**src/rtl/rr_arb_pkg.sv**
```systemverilog
// Shared types for the round-robin grant arbiter.
//   state_t : arbiter FSM state (IDLE = no grant offered, GRANT = grant offered)
package rr_arb_pkg;

  typedef enum logic {
    IDLE  = 1'b0,
    GRANT = 1'b1
  } state_t;

endpackage

```
**src/rtl/lsb_isolate.sv**
```systemverilog
// Isolates the lowest set bit of a vector (purely combinational).
// Ports:
//   vec_i : input vector
//   lsb_o : one-hot vector with only the lowest set bit of vec_i, or zero
module lsb_isolate #(
  parameter int ARRAYSIZE = 4
) (
  input  logic [ARRAYSIZE-1:0] vec_i,
  output logic [ARRAYSIZE-1:0] lsb_o
);

  logic seen;

  always_comb begin
    lsb_o = '0;
    seen  = 1'b0;
    for (int i = 0; i < ARRAYSIZE; i++) begin
      if (vec_i[i] && !seen) begin
        lsb_o[i] = 1'b1;
        seen     = 1'b1;
      end
    end
  end

endmodule

```
**src/rtl/rr_grant_arbiter.sv**
```systemverilog
// Round-robin grant arbiter with a registered one-hot grant and a
// valid/ready hand-off to the consumer.
// Ports:
//   clk        : clock, all state changes on the rising edge
//   rst        : synchronous active-high reset
//   req        : request vector, bit i = requester i wants service
//   gnt        : registered one-hot grant, zero while gnt_valid = 0
//   gnt_idx    : binary index of the granted requester, zero while gnt_valid = 0
//   gnt_valid  : a grant is being offered
//   gnt_ready  : consumer accepts the offered grant
//   dbg_state  : current FSM state
//   dbg_mask   : current priority mask
//
// Handshake: a grant transfers on a rising edge where gnt_valid and gnt_ready
// are both 1. While gnt_valid = 1 and gnt_ready = 0 the grant (gnt, gnt_idx)
// is held unchanged regardless of req. gnt_ready while gnt_valid = 0 has no
// effect.
module rr_grant_arbiter
  import rr_arb_pkg::*;
#(
  parameter int ARRAYSIZE = 4
) (
  input  logic                         clk,
  input  logic                         rst,
  input  logic [ARRAYSIZE-1:0]         req,
  output logic [ARRAYSIZE-1:0]         gnt,
  output logic [$clog2(ARRAYSIZE)-1:0] gnt_idx,
  output logic                         gnt_valid,
  input  logic                         gnt_ready,
  output state_t                       dbg_state,
  output logic [ARRAYSIZE-1:0]         dbg_mask
);

  localparam int IDXW = $clog2(ARRAYSIZE);

  state_t               state_q, state_d;
  logic [ARRAYSIZE-1:0] gnt_q, gnt_d;
  logic [ARRAYSIZE-1:0] mask_q, mask_d;

  logic [IDXW-1:0]      idx;
  logic                 handshake;
  logic [ARRAYSIZE-1:0] mask_upd;
  logic [ARRAYSIZE-1:0] mask_sel;
  logic [ARRAYSIZE-1:0] req_masked;
  logic [ARRAYSIZE-1:0] masked_lsb;
  logic [ARRAYSIZE-1:0] plain_lsb;
  logic [ARRAYSIZE-1:0] cand;

  // Index decoded from the registered grant, so it is glitch-free and
  // naturally zero when no grant is held.
  always_comb begin
    idx = '0;
    for (int i = 0; i < ARRAYSIZE; i++) begin
      if (gnt_q[i]) idx = idx | IDXW'(i);
    end
  end

  assign handshake = (state_q == GRANT) && gnt_ready;

  // Priority after serving index idx: only requesters above it, wrapping to
  // everyone once the top requester has been served.
  always_comb begin
    mask_upd = '0;
    for (int i = 0; i < ARRAYSIZE; i++) begin
      if (i > int'(idx)) mask_upd[i] = 1'b1;
    end
    if (int'(idx) == ARRAYSIZE - 1) mask_upd = '1;
  end

  // On a handshake the follow-on grant is chosen with the already-updated
  // mask so back-to-back grants need no bubble cycle.
  assign mask_sel   = handshake ? mask_upd : mask_q;
  assign req_masked = req & mask_sel;

  lsb_isolate #(.ARRAYSIZE(ARRAYSIZE)) u_lsb_masked (
    .vec_i (req_masked),
    .lsb_o (masked_lsb)
  );

  lsb_isolate #(.ARRAYSIZE(ARRAYSIZE)) u_lsb_plain (
    .vec_i (req),
    .lsb_o (plain_lsb)
  );

  assign cand = (|req_masked) ? masked_lsb : plain_lsb;

  always_comb begin
    state_d = state_q;
    gnt_d   = gnt_q;
    mask_d  = mask_q;
    case (state_q)
      IDLE: begin
        if (|req) begin
          gnt_d   = cand;
          state_d = GRANT;
        end
      end
      GRANT: begin
        if (gnt_ready) begin
          mask_d = mask_upd;
          if (|req) begin
            gnt_d = cand;
          end else begin
            gnt_d   = '0;
            state_d = IDLE;
          end
        end
      end
      default: begin
        state_d = IDLE;
        gnt_d   = '0;
      end
    endcase
  end

  always_ff @(posedge clk) begin
    if (rst) begin
      state_q <= IDLE;
      gnt_q   <= '0;
      mask_q  <= '1;
    end else begin
      state_q <= state_d;
      gnt_q   <= gnt_d;
      mask_q  <= mask_d;
    end
  end

  assign gnt       = gnt_q;
  assign gnt_idx   = idx;
  assign gnt_valid = (state_q == GRANT);
  assign dbg_state = state_q;
  assign dbg_mask  = mask_q;

endmodule
```
**config.mk**
```make
export PLATFORM = sky130hd
export DESIGN_NAME = rr_grant_arbiter
export DESIGN_NICKNAME = d
export VERILOG_FILES = /design/src/rtl/rr_arb_pkg.sv /design/src/rtl/lsb_isolate.sv /design/src/rtl/rr_grant_arbiter.sv
export SDC_FILE = /design/constraint.sdc
export NUM_CORES = 1
export LEC_CHECK = 0
export ABC_AREA = 1
export CAP_MARGIN = 20
export CORE_AREA = 2 2 39 41
export CTS_BUF_LIST = sky130_fd_sc_hd__clkbuf_8
export DETAILED_ROUTE_END_ITERATION = 16
export DIE_AREA = 0 0 41 43
export PLACE_DENSITY = 0.67
export REMOVE_ABC_BUFFERS = 1
export SLEW_MARGIN = 10
export SYNTH_ARGS = -nofsm -noshare
export SYNTH_HDL_FRONTEND = slang
export SYNTH_SLANG_ARGS = --single-unit
export TNS_END_PERCENT = 50
```
**constraint.sdc**
```tcl
create_clock -name clk -period 2 [get_ports clk]
set_input_delay 0.4 -clock clk [delete_from_list [all_inputs] [get_ports clk]]
set_output_delay 0.4 -clock clk [all_outputs]
set_load 0.005 [all_outputs]
```
# == Yosys cells after proc, flatten, opt, wreduce, memory -nomap -nowiden ==
# Cells that the tools add are included.
# word_totals
reg_bits,9
output_inout_bits,12
# classes
n_lt_le_gt_ge,3
eq_ne,3
mux,28
n_bitwise,2
n_reduce_logical,17
# op_table
op,n
$mux 4,6
$mux 1,18
$pmux 4 s2,1
$reduce_or 4->1,2
$logic_and 1x1->1,7
$logic_not 1->1,6
$and 4x4->4,1
$gt 2x2->1 const A,2
$mux 2,2
$ne 2x2->1 const B,2
$reduce_and 2->1,2
$eq 2x1->1 const B,1
$gt 1x2->1 const A,1
$pmux 1 s2,1
$not 1->1,1

# == Longest topological paths before layout ==
# logic_depth
word_depth,22
ltp_mapped,12
depth_no_buf,12

# == By module ==
# Synthesis repeated with hierarchy kept, for this count alone.
# unflattened
cells_unflattened,96
hier_area_um2,599.3
# modules_own_cells
mod,n_inst,cells_each,area_per_inst_um2,seq_area_each_um2
rr_grant_arbiter,1,78,524.3,160.2
lsb_isolate,2,9,37.5,0.0

# == Least setup slack after synthesis ==
# Ideal clock, no wire load.
# synth_path
path_kind,flip-flop to flip-flop
from,register gnt_q[2] (netlist: gnt[2])
to,register gnt_q[0] (netlist: gnt[0])
t_arrival_ns,1.515
t_required_ns,1.930
slack_ns,0.416
stages_incl_launch_ff,11
n_path_buf,0
synth_period_minus_slack_ns,1.584
cell_sequence,dfxtp_1 or2_2 ha_1 nand3_1 nand3_1 nand2_1 nor2_2 nand2_1 nand2_1 nand2_1 a21oi_1
# synth_via
elab_chain_len,12
word_cells_on_any_way,19
# synth_lines
element,line,rtl
start: declaration,rr_grant_arbiter.sv:37,"logic [ARRAYSIZE-1:0] gnt_q, gnt_d;"
start signal: assignment,rr_grant_arbiter.sv:123,gnt_q <= gnt_d;
$mux 2 (*) (2 in a row),rr_grant_arbiter.sv:54,if (gnt_q[i]) idx = idx | IDXW'(i);
net gnt_idx[1],rr_grant_arbiter.sv:27,"output logic [$clog2(ARRAYSIZE)-1:0] gnt_idx,"
$gt 1x2->1 or $gt 2x2->1 (tied branches),rr_grant_arbiter.sv:65,if (i > int'(idx)) mask_upd[i] = 1'b1;
$mux 1,rr_grant_arbiter.sv:65,
$mux 4 (*),rr_grant_arbiter.sv:67,if (int'(idx) == ARRAYSIZE - 1) mask_upd = '1;
$mux 4 (*),rr_grant_arbiter.sv:72,assign mask_sel = handshake ? mask_upd : mask_q;
$and 4x4->4 (*),rr_grant_arbiter.sv:73,assign req_masked = req & mask_sel;
$reduce_or 4->1,rr_grant_arbiter.sv:85,assign cand = (|req_masked) ? masked_lsb : plain_lsb;
$mux 4 (*),rr_grant_arbiter.sv:85,
$mux 4,rr_grant_arbiter.sv:101,if (|req) begin
$mux 4,rr_grant_arbiter.sv:99,if (gnt_ready) begin
$pmux 4 s2 (*),rr_grant_arbiter.sv:91,case (state_q)
# The timed path passes the listed nets; every way through them passes the cells marked *. The select of a mux whose other input is x is not followed.
# A chain may end at the register's enable or synchronous reset.

# == Final worst setup path ==
# layout_path
from,register gnt_q[2] (netlist: gnt[2])
to,register gnt_q[0] (netlist: gnt[0])
# layout_via
elab_chain_len,12
word_cells_on_any_way,19
# layout_lines
element,line
$mux 2 (*) (2 in a row),rr_grant_arbiter.sv:54
$gt 1x2->1 or $gt 2x2->1 (tied branches),rr_grant_arbiter.sv:65
$mux 1,rr_grant_arbiter.sv:65
$mux 4 (*),rr_grant_arbiter.sv:67
$mux 4 (*),rr_grant_arbiter.sv:72
$and 4x4->4 (*),rr_grant_arbiter.sv:73
$reduce_or 4->1,rr_grant_arbiter.sv:85
$mux 4 (*),rr_grant_arbiter.sv:85
$mux 4,rr_grant_arbiter.sv:101
$mux 4,rr_grant_arbiter.sv:99
$pmux 4 s2 (*),rr_grant_arbiter.sv:91
# Mark *: on every way between the ends. The rest lies on a longest branch, timed or not. The select of a mux whose other input is x is not followed.

==> metrics.md <==
| Metric | Value |
|---|---|
| DP Wirelength | ~790 um |
| Fmax | ~0.57 GHz |
| Drc violations | 0 |
| Slew Viols, Final | 0 |
| Hold Crit Class | flop to flop |
| Synth area leaders | dfxtp_1 35%, nand2_1 19%, inv_1 7.3% |
| Final Skew | roughly 1.7 ps |
| FF+latch count, synth | 8 |
| Cell Rows | 14 |
| Post-CTS Resized | 0 |
| Post-route minimum period | between 1500 and 2000 ps |
| Gr usage total | a little over an eighth |
| Critical path depth | 10 |
| TritonCTS clock tree | done |
| Hold wc startpoint | gnt[0] |
| Root Buffer | clkbuf_8 |
| Post-Syn Area | around 460 um2 |
| Fin. Hold Viols | 0 |
| Register Area | around 160 um2 |
| Cell total after placement | 102 |
| Number of distinct library cells after synthesis | 19 |
| Die height | about 43 um |
| Reg2reg start | gnt[2] |
| Antenna Nets Post-Route | 0 |
| Multi-input logic area | 241 um2 |
| FILL cells | roughly 130 |
| Die width | between 40 and 50 um |
| Total grt overflow | 0 |
| Core area | about 1400 um2 |
| DR iter-0 viols | 14 |
| Register-to-Register Path Depth | 10 |
| Number of CTS-inserted buffers | 3 |
| Maximum root-to-sink buffer count | 2 |
| VDD IR max | about 0.00036 V |
| Antenna cell count | 0 |
| CP Launch Type | flop |
| Initial Utilization | 33.4% |
| H-tree lvl count | 1 |
| CP max stage delay | 320 ps |
| Crit path capture type | flop |
| Share of the synthesized area in the top cell type | between 30% and 40% |
| Cell Pwr Density | slightly above 700 nW/um2 |
| CP Buf/Inv Count | 0 |
| Clock slew at reported path FFs | about 40 ps |
| Layout Cells excl Fill | 105 |
| Via/cell ratio | between 5 and 6 |
| Layout area overhead | 46.9% |
| Post-DP Area | approximately 640 um2 |
| CP arrival | between 1500 and 2000 ps |
| RR Endpoint | gnt[0] |
| Total Neg Setup Slack | 0 ps |
| Most frequent cells in the layout | 23 x nand2_1, 17 x clkdlybuf4s50_1, 9 x inv_1 |
| Fin crit share | between 80% and 90% |
| Leading area contributor after synthesis | dfxtp_1 |
| FF-to-FF setup slack | 260 ps |
| Kind of critical path | flop to flop |
| First-pass GRT wire length | 1.53 mm |
| Worst EP required | 2160 ps |
| Largest net degree at the start of global routing | 9 |
| Crit Path Max Fanout | 3 |
| Maxcap violations | 0 |
| Final Cell Area | 678 um2 |
| Yosys warns | 0 |
| Drt pass-1 iters | 4 |
| Family with the most delay on the worst path | simple AND/OR/NAND/NOR gates |
| Syn avg cell area | ~6.5 um2 |
| Fin nets | 100 |
| Slowest CP cell | or2_2 |
| Final hold slack | 460 ps |
| Crit path cell chain | or2_2 -> ha_1 -> nand3_1 -> nand3_1 -> nand2_1 -> nor2_2 -> nand2_1 -> nand2_1 -> nand2_1 -> a21oi_1 |
| Routability cong. | between 0.8 and 0.9 |
| Port bufs | 17 |
| Status | finished, final reports clean |
| Share of cells above drive strength 1 | approximately 9.0% |
| Cells after Synth | between 70 and 80 |
| Final-report setup violation count | 0 |
| Cell mode on critical path | nand2_1 |
| Initial antenna violation count | 0 |
| Setup Buffers After CTS | 0 |
| # IOs | 19 |
| RSZ-0062 raised after global routing | false |
| Total Power | around 0.00048 W |
| Worst-Skew Late Latency | around 230 ps |
| Leak | 0.332 nW |
| Commonest non-fill, non-tap cell in the layout | nand2_1 |
| Total wire length | approximately 990 um |
| Die area | ~1800 um2 |
| WHS Endpoint | gnt[0] |
| Hold buffer count at CTS | 0 |
| Crit path from | gnt[2] |
| Sink Count | 8 |
| Vias | 526 |
| Post-synthesis sequential area ratio | about a third |
| Hold Path Cell Cnt | 2 |
| Routed wire per std cell | around 9.4 um |
| Vias in the first global route | 418 |
==> where the power goes <==
part | switching, W | internal (W) | total [W] | leakage, nW
clock | 0.0000619 | 0.000130 | 0.000192 | 0.0216
sequential | 0.00000859 | 0.000171 | 0.000180 | 0.0659
combinational | 0.0000522 | 0.0000593 | 0.000111 | 0.245
total | 0.000123 | 0.000361 | 0.000483 | 0.332
==> through the flow <==
| step | setup slack (ps) | utilization (%) |
|---|---|---|
| after floorplan | 414 | - |
| after global placement | 211 | 46.0 |
| after detailed placement | 204 | 46.0 |
| after CTS | 267 | 49.0 |
| after global routing | 103 | 49.0 |
| final | 255 | 49.0 |
==> worst register-to-register path: cells and delay by family (launching register included) <==
kind	cells	cell delay, ps
compound gates	1	120
simple gates	8	970
flops	1	310
fa+ha+maj	1	280
==> kinds of logic after synthesis <==
logic type,after synthesis,share of synthesized area (%)
adder cells (fa/ha/maj),2,5.42
AND/OR/NAND/NOR,39,37.1
AO/OA/AOI/OAI,7,8.94
other,1,0.812
buffers and inverters,14,13.0
flip-flops,8,34.7
==> registers in the layout, summed over array words and instances (netlist names) <==
| signal | cells |
|---|---|
| dbg_mask | 3 |
| gnt | 4 |
| dbg_state | 1 |
==> layout make-up <==
type / instances / share of cell area (%)
multi-input combinational: 49 / 35.6
timing repair buffer: 17 / 25.1
sequential: 8 / 23.6
inverter: 12 / 6.64
clock buffer: 3 / 6.09
tap: 16 / 2.95
==> metal layers <==
layer  up-vias  GRT usage [%]  share of wire (%)
met1       238           16.2                 43
li1        257              -                  -
met5         -              0                  0
met3         5           1.57                6.7
met2        26           18.8                 46
met4         0           12.0                4.0
==> cells in the mapped netlist <==
library cell,n
inv_2,1
nor3_1,1
or2_2,1
nand2_1,23
nand3_1,6
clkinv_1,2
buf_4,2
conb_1,1
o21ai_2,1
o21ai_0,1
nor2_2,1
dfxtp_1,8
nand4_1,2
inv_1,9
ha_1,2
o31ai_1,1
a21oi_1,4
nand3_2,1
nor2_1,4
==> worst max path at each step <==
stage / slack [ps] / end
6_report: 260 / gnt[0]
5_1_grt: 100 / gnt[0]
4_1_cts: 270 / gnt[0]
3_5_place_dp: 200 / gnt[0]
3_3_place_gp: 210 / gnt[1]
2_1_floorplan: 410 / gnt[0]
(Power assumes the default switching activity.)
==> RTL edit 1 (same flow settings) <==
Register the output `dbg_state` once more, without a reset; this adds one clock of latency there. The other outputs are not delayed to match.
--- a/src/rtl/rr_grant_arbiter.sv
+++ b/src/rtl/rr_grant_arbiter.sv
@@ -130,3 +130,5 @@
   assign gnt_valid = (state_q == GRANT);
-  assign dbg_state = state_q;
+  always_ff @(posedge clk) begin
+    dbg_state <= state_q;
+  end
   assign dbg_mask  = mask_q;
Formal check against the unedited RTL: not equivalent (Yosys sat finds a counterexample within 4 cycles, from zero or initial values and one cycle with rst high).
==> RTL edit 1 against the original RTL <==
  * Sequential cell count grew 1
  * Wire length shrank 4.1%
  * Sequential share of layout area grew 2.1 points
  * Largest cell class unchanged
  * Worst setup slack lost 0.0085 ns
  * Largest power group unchanged
  * Area after synthesis grew 2.7%
  * Power grew 6.1%
  * Utilization grew 1.7 points
  * Critical path type unchanged
  * Non-clock buffer count is the same
  * Final area grew 3.5%
==> RTL edit 1: results <==
{
  "outcome": "finished, final reports clean",
  "r2r_start": "gnt[3]",
  "drt-met1-wl_um": 439,
  "critPathSlowestCell": "dfxtp_1",
  "dr_total_vias": 492,
  "seq_area_frac_synth": 0.3799,
  "whs_ns": 0.4529,
  "dp_hpwl_um": 786.8,
  "grtUsageTotal": 0.1328,
  "layout-drive-gt1-share": 0.07692,
  "routed_wl_um": 946,
  "p_leak_nw": 0.3620,
  "ys_top_cells_by_count": "nand2_1, inv_1, dfxtp_1",
  "grt_pass1_vias": 387,
  "seqCellArea_um2": 180.2,
  "layout.nonclk_buf_frac": 0.2424,
  "intPower_mw": 0.3851,
  "fillers": 150,
  "max-vdd-ir-drop_mv": 0.3133,
  "wl_met3_um": 79,
  "nNetsFinal": 101,
  "vias_per_cell": 4.598,
  "inverters": 12,
  "synth.top_cells.by_area": "dfxtp_1, nand2_1, inv_1",
  "clock_cell_area_share": 0.06417,
  "min_to": "dbg_state",
  "place_congestion": 0.8315,
  "min_path_cells": 0,
  "skew_ns": 0.002676,
  "yosysUniqueCellTypes": 17,
  "cts_sinks": 9,
  "grt_pass1_wl_mm": 1.552
}
-- RTL edit 1: cell count changes in the layout (fill, tap and decap cells not counted) --
cell,unedited run,this run
clkinv_1,2,0
dfxtp_1,8,9
inv_1,9,13
inv_2,1,0
-- RTL edit 1: how the worst max path moves through the flow --
stage | from | to | slack [ns] | cells after the start
2_1_floorplan | gnt[3] | gnt[0] | 0.41 | 10
3_3_place_gp | gnt_ready | gnt[0] | 0.20 | 10
3_5_place_dp | gnt_ready | gnt[0] | 0.18 | 10
4_1_cts | gnt[3] | gnt[0] | 0.24 | 10
5_1_grt | gnt[3] | gnt[1] | 0.03 | 10
6_report | gnt[3] | gnt[0] | 0.25 | 10
-- RTL edit 1: power groups by stage --
stage	Sequential (mW)	Combinational, mW	Clock (mW)
final	0.201	0.110	0.202
after detailed placement	0.204	0.111	0
after floorplan	0.204	0.0523	0
after global placement	0.204	0.111	0
after global routing	0.202	0.126	0.219
after CTS	0.201	0.112	0.204
-- RTL edit 1: metal layers --
metal,track usage,up-vias
li1,-,261
met3,0.04712,5
met1,0.1812,206
met4,0.1000,0
met2,0.1625,20
met5,0,-
-- RTL edit 1: critical path: cells and delay by family, from the launching register on --
family	cells	cell delay [ns]
AOI/OAI and AO/OA	1	0.12
and+or+nand+nor	8	0.94
DFF	1	0.32
adders and majority gates	1	0.28
-- RTL edit 1: through the flow --
step                      worst slack [ns]  utilization
final                               0.2468       0.5072
after global routing               0.02562       0.5072
after CTS                           0.2440       0.5072
after detailed placement            0.1848       0.4747
after global placement              0.2031       0.4747
after floorplan                     0.4066            -
-- RTL edit 1: cells by family after synthesis --
| kind of cell | synth area share |
|---|---|
| compound gates | 0.08707 |
| buf+inv | 0.1108 |
| fa+ha+maj | 0.05276 |
| other cells | 0.007908 |
| simple gates | 0.3615 |
| flops | 0.3799 |
==> RTL edit 2 (config.mk and constraints unchanged) <==
Without the edit above. `ARRAYSIZE` is set to 4 in 2 places; all go to 2.
--- a/src/rtl/lsb_isolate.sv
+++ b/src/rtl/lsb_isolate.sv
@@ -5,3 +5,3 @@
 module lsb_isolate #(
-  parameter int ARRAYSIZE = 4
+  parameter int ARRAYSIZE = 2
 ) (
--- a/src/rtl/rr_grant_arbiter.sv
+++ b/src/rtl/rr_grant_arbiter.sv
@@ -20,3 +20,3 @@
 #(
-  parameter int ARRAYSIZE = 4
+  parameter int ARRAYSIZE = 2
 ) (
Interface: changed (resized dbg_mask, gnt, gnt_idx and req); port bits go from 19 to 12. The function was not compared with the original's and may differ.
==> RTL edit 2 against the original RTL <==
  * Power down 37%
  * Final area is 47% lower
  * Clock skew down 0.00058 ns
  * Area after synthesis shrank 52%
  * Count of clock-buffer cells in the layout stayed put
  * Die area stayed put
  * Sequential power shrank 48%
  * Worst setup slack better by 0.14 ns
  * Sequential cell count decreased by 4
  * Wire length decreased by 52%
  * Non-clock buffer count down 7
  * Utilization down 23 points
  * First-iteration DRC count is 57% lower
==> RTL edit 2: results <==
{
  "outcome": "finished, final reports clean",
  "max_stage_delay_ns": 0.55,
  "ys_top_cells_by_count": "nand2_1, nand3_1, dfxtp_1",
  "grtUsageTotal": 0.07129,
  "placed_cell_area_um2": 320.3,
  "r2r_cells": 5,
  "grt_pass1_vias": 201,
  "layout-drive-gt1-share": 0.09756,
  "dp_hpwl_um": 389.7,
  "whs_ns": 0.4929,
  "largest_register_ffs": 2,
  "critPathArrivalTime_ns": 1.21,
  "path_delay_family": "buffers and inverters",
  "rrSetupSlack_ns": 1.00,
  "drt-pass1-iter-count": 3,
  "p_leak_nw": 0.1523,
  "worstPathMaxFanout": 9,
  "grt_pass1_wl_um": 772,
  "skew_ns": 0.001149,
  "place_ws_ns": 0.5379,
  "r2r_start": "dbg_state",
  "critPathSlowestCell": "clkdlybuf4s50_1",
  "io_buffers": 10,
  "use_met2": 0.09688,
  "yosysUniqueCellTypes": 11,
  "grt_max_degree": 10,
  "vias_per_cell": 3.982,
  "syn_avg_cell_area_um2": 7.184,
  "nNetsFinal": 48,
  "seq_area_frac_synth": 0.3596,
  "synth_async_sr_flop_share": 0,
  "clock_latency_ns": 0.21,
  "stdcell_count": 57,
  "place_congestion": 0.7182,
  "max-vdd-ir-drop_mv": 0.4836,
  "drt-wirelength-per-cell_um": 8.298,
  "grtUsageMet3": 0.09424,
  "synth.top_cells.by_area": "dfxtp_1, nand3_1, buf_4",
  "met1_usage": 0.07074,
  "dr.first_iter.drc_count": 6,
  "placed_cells": 54
}
RTL edit 2: cell count changes after synthesis, sizes merged, moves of 2 or more:
cell / unedited run / this run
dfxtp: 8 / 4
nand4: 2 / 0
o21ai: 2 / 0
nor2: 5 / 1
inv: 10 / 3
clkinv: 2 / 0
ha: 2 / 0
a21boi: 0 / 2
nand2: 23 / 6
RTL edit 2: cells by family after synthesis:
group	synth area share
AND/OR/NAND/NOR	0.2865
AO/OA/AOI/OAI	0.1854
other	0.01684
flip-flops	0.3596
buffers and inverters	0.1517
RTL edit 2: cell type report:
cell class | instances | area [µm²]
Inverter | 3 | 11.26
Sequential cell | 4 | 80.08
Tap cell | 16 | 20.02
Multi-Input combinational cell | 21 | 108.9
Timing Repair Buffer | 10 | 100.1
Fill cell | 157 | 1022
Clock buffer | 3 | 41.29
RTL edit 2: worst max-delay path by stage:
stage	startpoint	endpoint	slack, ns	depth (start not counted)
final	dbg_state	gnt_valid	0.39	1
after floorplan	dbg_state	gnt[0]	1.07	5
after global routing	dbg_state	gnt_valid	0.30	1
after global placement	gnt_ready	gnt[0]	0.55	6
after detailed placement	gnt_ready	gnt[0]	0.54	5
after CTS	dbg_state	gnt_valid	0.39	1
RTL edit 2: power by group:
part	switching, mW	internal, mW	leakage [nW]
Sequential	0.00646	0.0865	0.0332
Combinational	0.0179	0.0298	0.0975
Clock	0.0383	0.128	0.0216
Total	0.0627	0.244	0.152
RTL edit 2: layer usage:
metal | share of wire | wire (µm) | vias to the layer above
met5 | 0 | 0 | -
met2 | 0.47 | 222 | 7
met3 | 0.070 | 33 | 0
met4 | 0 | 0 | 0
met1 | 0.46 | 218 | 100
li1 | - | - | 120
